===== src/rtl/fphub_result_stage.sv =====
// rtl/fphub_result_stage.sv - registered two-entry skid output stage for FPHUB adder results
// Classifies each accepted word, keeps sticky inf/NaN flags and a saturating handshake count.
module fphub_result_stage #(
   parameter int M     = 23,
   parameter int E     = 8,
   parameter int CNT_W = 16
) (
   input  logic             clk,
   input  logic             rst,
   input  logic             in_valid,
   output logic             in_ready,
   input  logic [E+M:0]     in_z,
   output logic             out_valid,
   input  logic             out_ready,
   output logic [E+M:0]     out_z,
   output logic [3:0]       out_flags,
   input  logic             clear_sticky,
   output logic             sticky_inf,
   output logic             sticky_nan,
   output logic [CNT_W-1:0] result_count
);

   typedef enum logic [1:0] {S_EMPTY, S_ONE, S_FULL} state_t;

   state_t           state_q, state_d;
   logic [E+M:0]     main_z_q, main_z_d;
   logic [3:0]       main_f_q, main_f_d;
   logic [E+M:0]     skid_z_q, skid_z_d;
   logic [3:0]       skid_f_q, skid_f_d;
   logic             sticky_inf_q, sticky_inf_d;
   logic             sticky_nan_q, sticky_nan_d;
   logic [CNT_W-1:0] count_q, count_d;

   logic [E-1:0]     in_exp;
   logic [M-1:0]     in_man;
   logic [3:0]       in_flags;
   logic             accept;
   logic             emit;

   assign in_exp   = in_z[E+M-1:M];
   assign in_man   = in_z[M-1:0];
   assign in_flags = {in_z[E+M],
                      (&in_exp) & (|in_man),
                      (&in_exp) & ~(|in_man),
                      ~(|in_exp)};

   // Both handshake qualifiers depend only on registered state.
   assign in_ready  = (state_q != S_FULL);
   assign out_valid = (state_q != S_EMPTY);
   assign accept    = in_valid & in_ready;
   assign emit      = out_valid & out_ready;

   assign out_z        = main_z_q;
   assign out_flags    = main_f_q;
   assign sticky_inf   = sticky_inf_q;
   assign sticky_nan   = sticky_nan_q;
   assign result_count = count_q;

   always_comb begin
      state_d  = state_q;
      main_z_d = main_z_q;
      main_f_d = main_f_q;
      skid_z_d = skid_z_q;
      skid_f_d = skid_f_q;
      unique case (state_q)
         S_EMPTY: begin
            if (accept) begin
               state_d  = S_ONE;
               main_z_d = in_z;
               main_f_d = in_flags;
            end
         end
         S_ONE: begin
            if (accept && emit) begin
               main_z_d = in_z;
               main_f_d = in_flags;
            end else if (accept) begin
               state_d  = S_FULL;
               skid_z_d = in_z;
               skid_f_d = in_flags;
            end else if (emit) begin
               state_d  = S_EMPTY;
            end
         end
         S_FULL: begin
            if (emit) begin
               state_d  = S_ONE;
               main_z_d = skid_z_q;
               main_f_d = skid_f_q;
            end
         end
         default: state_d = S_EMPTY;
      endcase
   end

   // A flag set on this cycle's accept takes priority over a simultaneous clear.
   always_comb begin
      sticky_inf_d = clear_sticky ? 1'b0 : sticky_inf_q;
      sticky_nan_d = clear_sticky ? 1'b0 : sticky_nan_q;
      if (accept && in_flags[1]) sticky_inf_d = 1'b1;
      if (accept && in_flags[2]) sticky_nan_d = 1'b1;
   end

   always_comb begin
      count_d = count_q;
      if (emit && (count_q != {CNT_W{1'b1}})) count_d = count_q + 1'b1;
   end

   always_ff @(posedge clk) begin
      if (rst) begin
         state_q      <= S_EMPTY;
         main_z_q     <= '0;
         main_f_q     <= '0;
         skid_z_q     <= '0;
         skid_f_q     <= '0;
         sticky_inf_q <= 1'b0;
         sticky_nan_q <= 1'b0;
         count_q      <= '0;
      end else begin
         state_q      <= state_d;
         main_z_q     <= main_z_d;
         main_f_q     <= main_f_d;
         skid_z_q     <= skid_z_d;
         skid_f_q     <= skid_f_d;
         sticky_inf_q <= sticky_inf_d;
         sticky_nan_q <= sticky_nan_d;
         count_q      <= count_d;
      end
   end

endmodule

===== config.mk =====
export PLATFORM = sky130hd
export DESIGN_NAME = fphub_result_stage
export DESIGN_NICKNAME = d
export VERILOG_FILES = /design/src/rtl/fphub_result_stage.sv
export SDC_FILE = /design/constraint.sdc
export NUM_CORES = 1
export LEC_CHECK = 0
export BUFFER_PORTS_ARGS = -buffer_cell sky130_fd_sc_hd__buf_2
export CAP_MARGIN = 20
export CORE_MARGIN = 4
export CORE_UTILIZATION = 48
export DETAILED_ROUTE_END_ITERATION = 12
export HOLD_SLACK_MARGIN = 0.02
export PLACE_DENSITY_LB_ADDON = 0.12
export SYNTH_ARGS = -nofsm -noshare
export SYNTH_HDL_FRONTEND = slang
export SYNTH_SLANG_ARGS = --single-unit

===== constraint.sdc =====
create_clock -name clk -period 1.96 [get_ports clk]
set_clock_uncertainty 0.1 [all_clocks]
set_input_delay 0.196 -clock clk [delete_from_list [all_inputs] [get_ports clk]]
set_output_delay 0.196 -clock clk [all_outputs]
set_load 0.02 [all_outputs]

==> flow_summary.yaml <==
sta:
  timing.slew.headroom_pct: 72.22
  fin_ws_ps: 83.14
  finalCritPeriodShare_pct: 95.76
  whs_ps: 28.23
  fin_tns_setup_ps: 0
  layout_min_cycle_time_ps: 1877
  finalHoldViolCount: 0
  drv_slew: 0
  finalSetupViolCount: 0
  rsz0062_at_grt: "false"
  worstMarginPinSlew_ps: 416.7
  fmax_ghz: 0.5328
global_route:
  grt_max_degree: 37
  grt_pass1_vias: 3578
  grt_pass1_wl_um: 17130
  overflow: 0
  track_usage_pct: 21.55
  antenna_found_initial: 0
detailed_routing:
  ant_nets: 0
  wirelength_um: 10030
  drtPass1Iterations: 4
  vias: 3738
  initialDrtViolationCount: 103
  wl_per_cell_um: 14.35
  routed_via_density: 5.348
  remaining_drc_errors: 0
setup_path:
  crit_path_cell_trace: "dlygate4sd3_1 > buf_2 > nor4_1 > nand4_1 > or4b_1 > a21oi_1"
  critPathTopFamily: "simple AND/OR/NAND/NOR gates"
  arrival_ps: 2060
  critPathSlowestCell: "dlygate4sd3_1"
  max_stage_delay_ps: 530
  crit_path_max_fanout: 3
  endpoint_kind: "register"
  startpoint_type: "primary input"
  crit_buf_inv: 2
  worstSetupPathType: "in -> reg"
  required_ps: 2140
final_layout:
  regArea_sq_mm: 0.001802
  drive_above_1_share_pct: 23.28
  final_cell_mix: "nand2_1, buf_2, dfxtp_1"
  antenna_cells: 0
  area_growth_pct: 29.30
  utilization_pct: 64.02
  nets: 632
  nFillCells: 682
  multi_input_area_sq_mm: 0.001864
  layout_commonest_cell: "nand2_1"
  fin_area_sq_mm: 0.004947
clocking:
  clock_path_buffers: 2
  clk_latency_ps: 350
  clk_pin_slew_ps: 80
  cts_tree: "done"
  clockRootBuffer: "clkbuf_8"
  cts_buffers: 9
  cts.sinks: 90
  htreeDepth: 3
die:
  die_y_um: 97.28
  dieArea_sq_mm: 0.009463
  initial_core_util_pct: 49.51
  core_area_sq_mm: 0.007727
  rows: 32
  num_io_pins: 93
  chipWidth_um: 97.28
placed_design:
  routabilityCongestion: 0.8001
  place_area_sq_mm: 0.004461
  detailedPlace.worstSlack_ps: 175.6
  dpl.hpwl_um: 6675
  io_buffers: 92
synthesis:
  synthArstFlopShare_pct: 0
  ys_ff_latch: 90
  synth-edff-count: 0
  synth_ff_type: "dfxtp_1"
  synth.distinct_cells: 48
  synth_area_per_cell_sq_um: 8.005
  yosysWarnings: 0
  synthesis.nets: 516
  ys_seq_area_share_pct: 47.09
  synth_cells: 478
  synth_area_sq_mm: 0.003826
power_and_ir_drop:
  p_leak_nw: 1.980
  powerDensity_mw_per_mm2: 741.4
  ir_drop_mv: 0.3119
run:
  max-cap-violations: 0
outcome:
  outcome: "completed"
hold_path:
  hold_path.class: "in -> reg"
synthesized netlist by cell type, types with 4 or more instances:
cell type	count	area (sq um)
a21oi_1	47	235.2
a21oi_2	5	43.79
a311oi_1	32	280.3
buf_2	12	60.06
clkbuf_1	20	75.07
dfxtp_1	90	1802
inv_1	4	15.01
nand2_1	141	529.3
nand3_1	4	20.02
nand4_1	9	56.30
nor2_1	38	142.6
nor3_1	4	20.02
nor4_1	5	31.28
o21ai_0	4	20.02
o21ai_1	7	35.03
o31ai_1	4	30.03
or3_1	9	56.30
or4_1	6	45.04
repair_timing:
item	4_1_cts	5_1_grt
setup endpoints to repair	0	4
resized for setup	0	3
hold buffers	30	0
setup buffers	0	1
endpoints found under the hold margin	33	0
cell type report:
cell class                      instances  share of cell area [%]
Clock buffer                           12                   2.934
Clock inverter                          2                  0.3035
Inverter                                4                  0.3035
Multi-Input combinational cell        348                   37.68
Sequential cell                        90                   36.42
Tap cell                              102                   2.580
Timing Repair Buffer                  141                   19.78
cell families after synthesis:
family	synth area share, %
buffers and inverters	5.069
AOI/OAI and AO/OA	19.78
and+or+nand+nor	26.98
DFF	47.09
muxes	0.5232
xor gates and xnor gates	0.2289
adders and majority gates	0.3270
routing by layer:
metal	global-route usage [%]	share of wire, %	vias up
li1	-	-	1909
met1	28.66	45	1720
met2	35.14	48	95
met3	4.523	5.5	14
met4	6.816	1.6	0
met5	0	0	-
power breakdown:
group          total (W)  switching (W)  leakage [nW]  internal [W]
registers        0.00197      0.0000485         0.736       0.00192
logic           0.000605       0.000361          1.17      0.000244
clock network    0.00109       0.000611        0.0746      0.000483
total            0.00367        0.00102          1.98       0.00265
flip-flops by register name, summed over array words and instances (netlist names):
name          flops
out_flags         3
skid_f_q          3
state_q           2
result_count     16
sticky_inf        1
skid_z_q         32
sticky_nan        1
out_z            32
worst paths after layout:
path / startpoint / to / slack (ps) / depth (start not counted)
setup reg to reg: result_count[0] / result_count[13] / 160 / 6
hold reg to reg: skid_z_q[15] / skid_z_q[15] / 360 / 2
setup / recovery: in_z[15] / skid_f_q[1] / 80 / 6
hold / removal: in_z[28] / skid_z_q[28] / 30 / 3
per-stage QoR:
step	total power [W]	std cells
after floorplan	0.002351	478
after global placement	0.002557	654
after detailed placement	0.002569	654
after CTS	0.003695	698
after global routing	0.003844	699
final	0.003668	699
tightest hold or removal path, stage by stage:
cell	delay [ps]
buf_2	120
nand2_1	60
a21oi_1	50
Note: power is estimated with default switching activity, not from simulation.
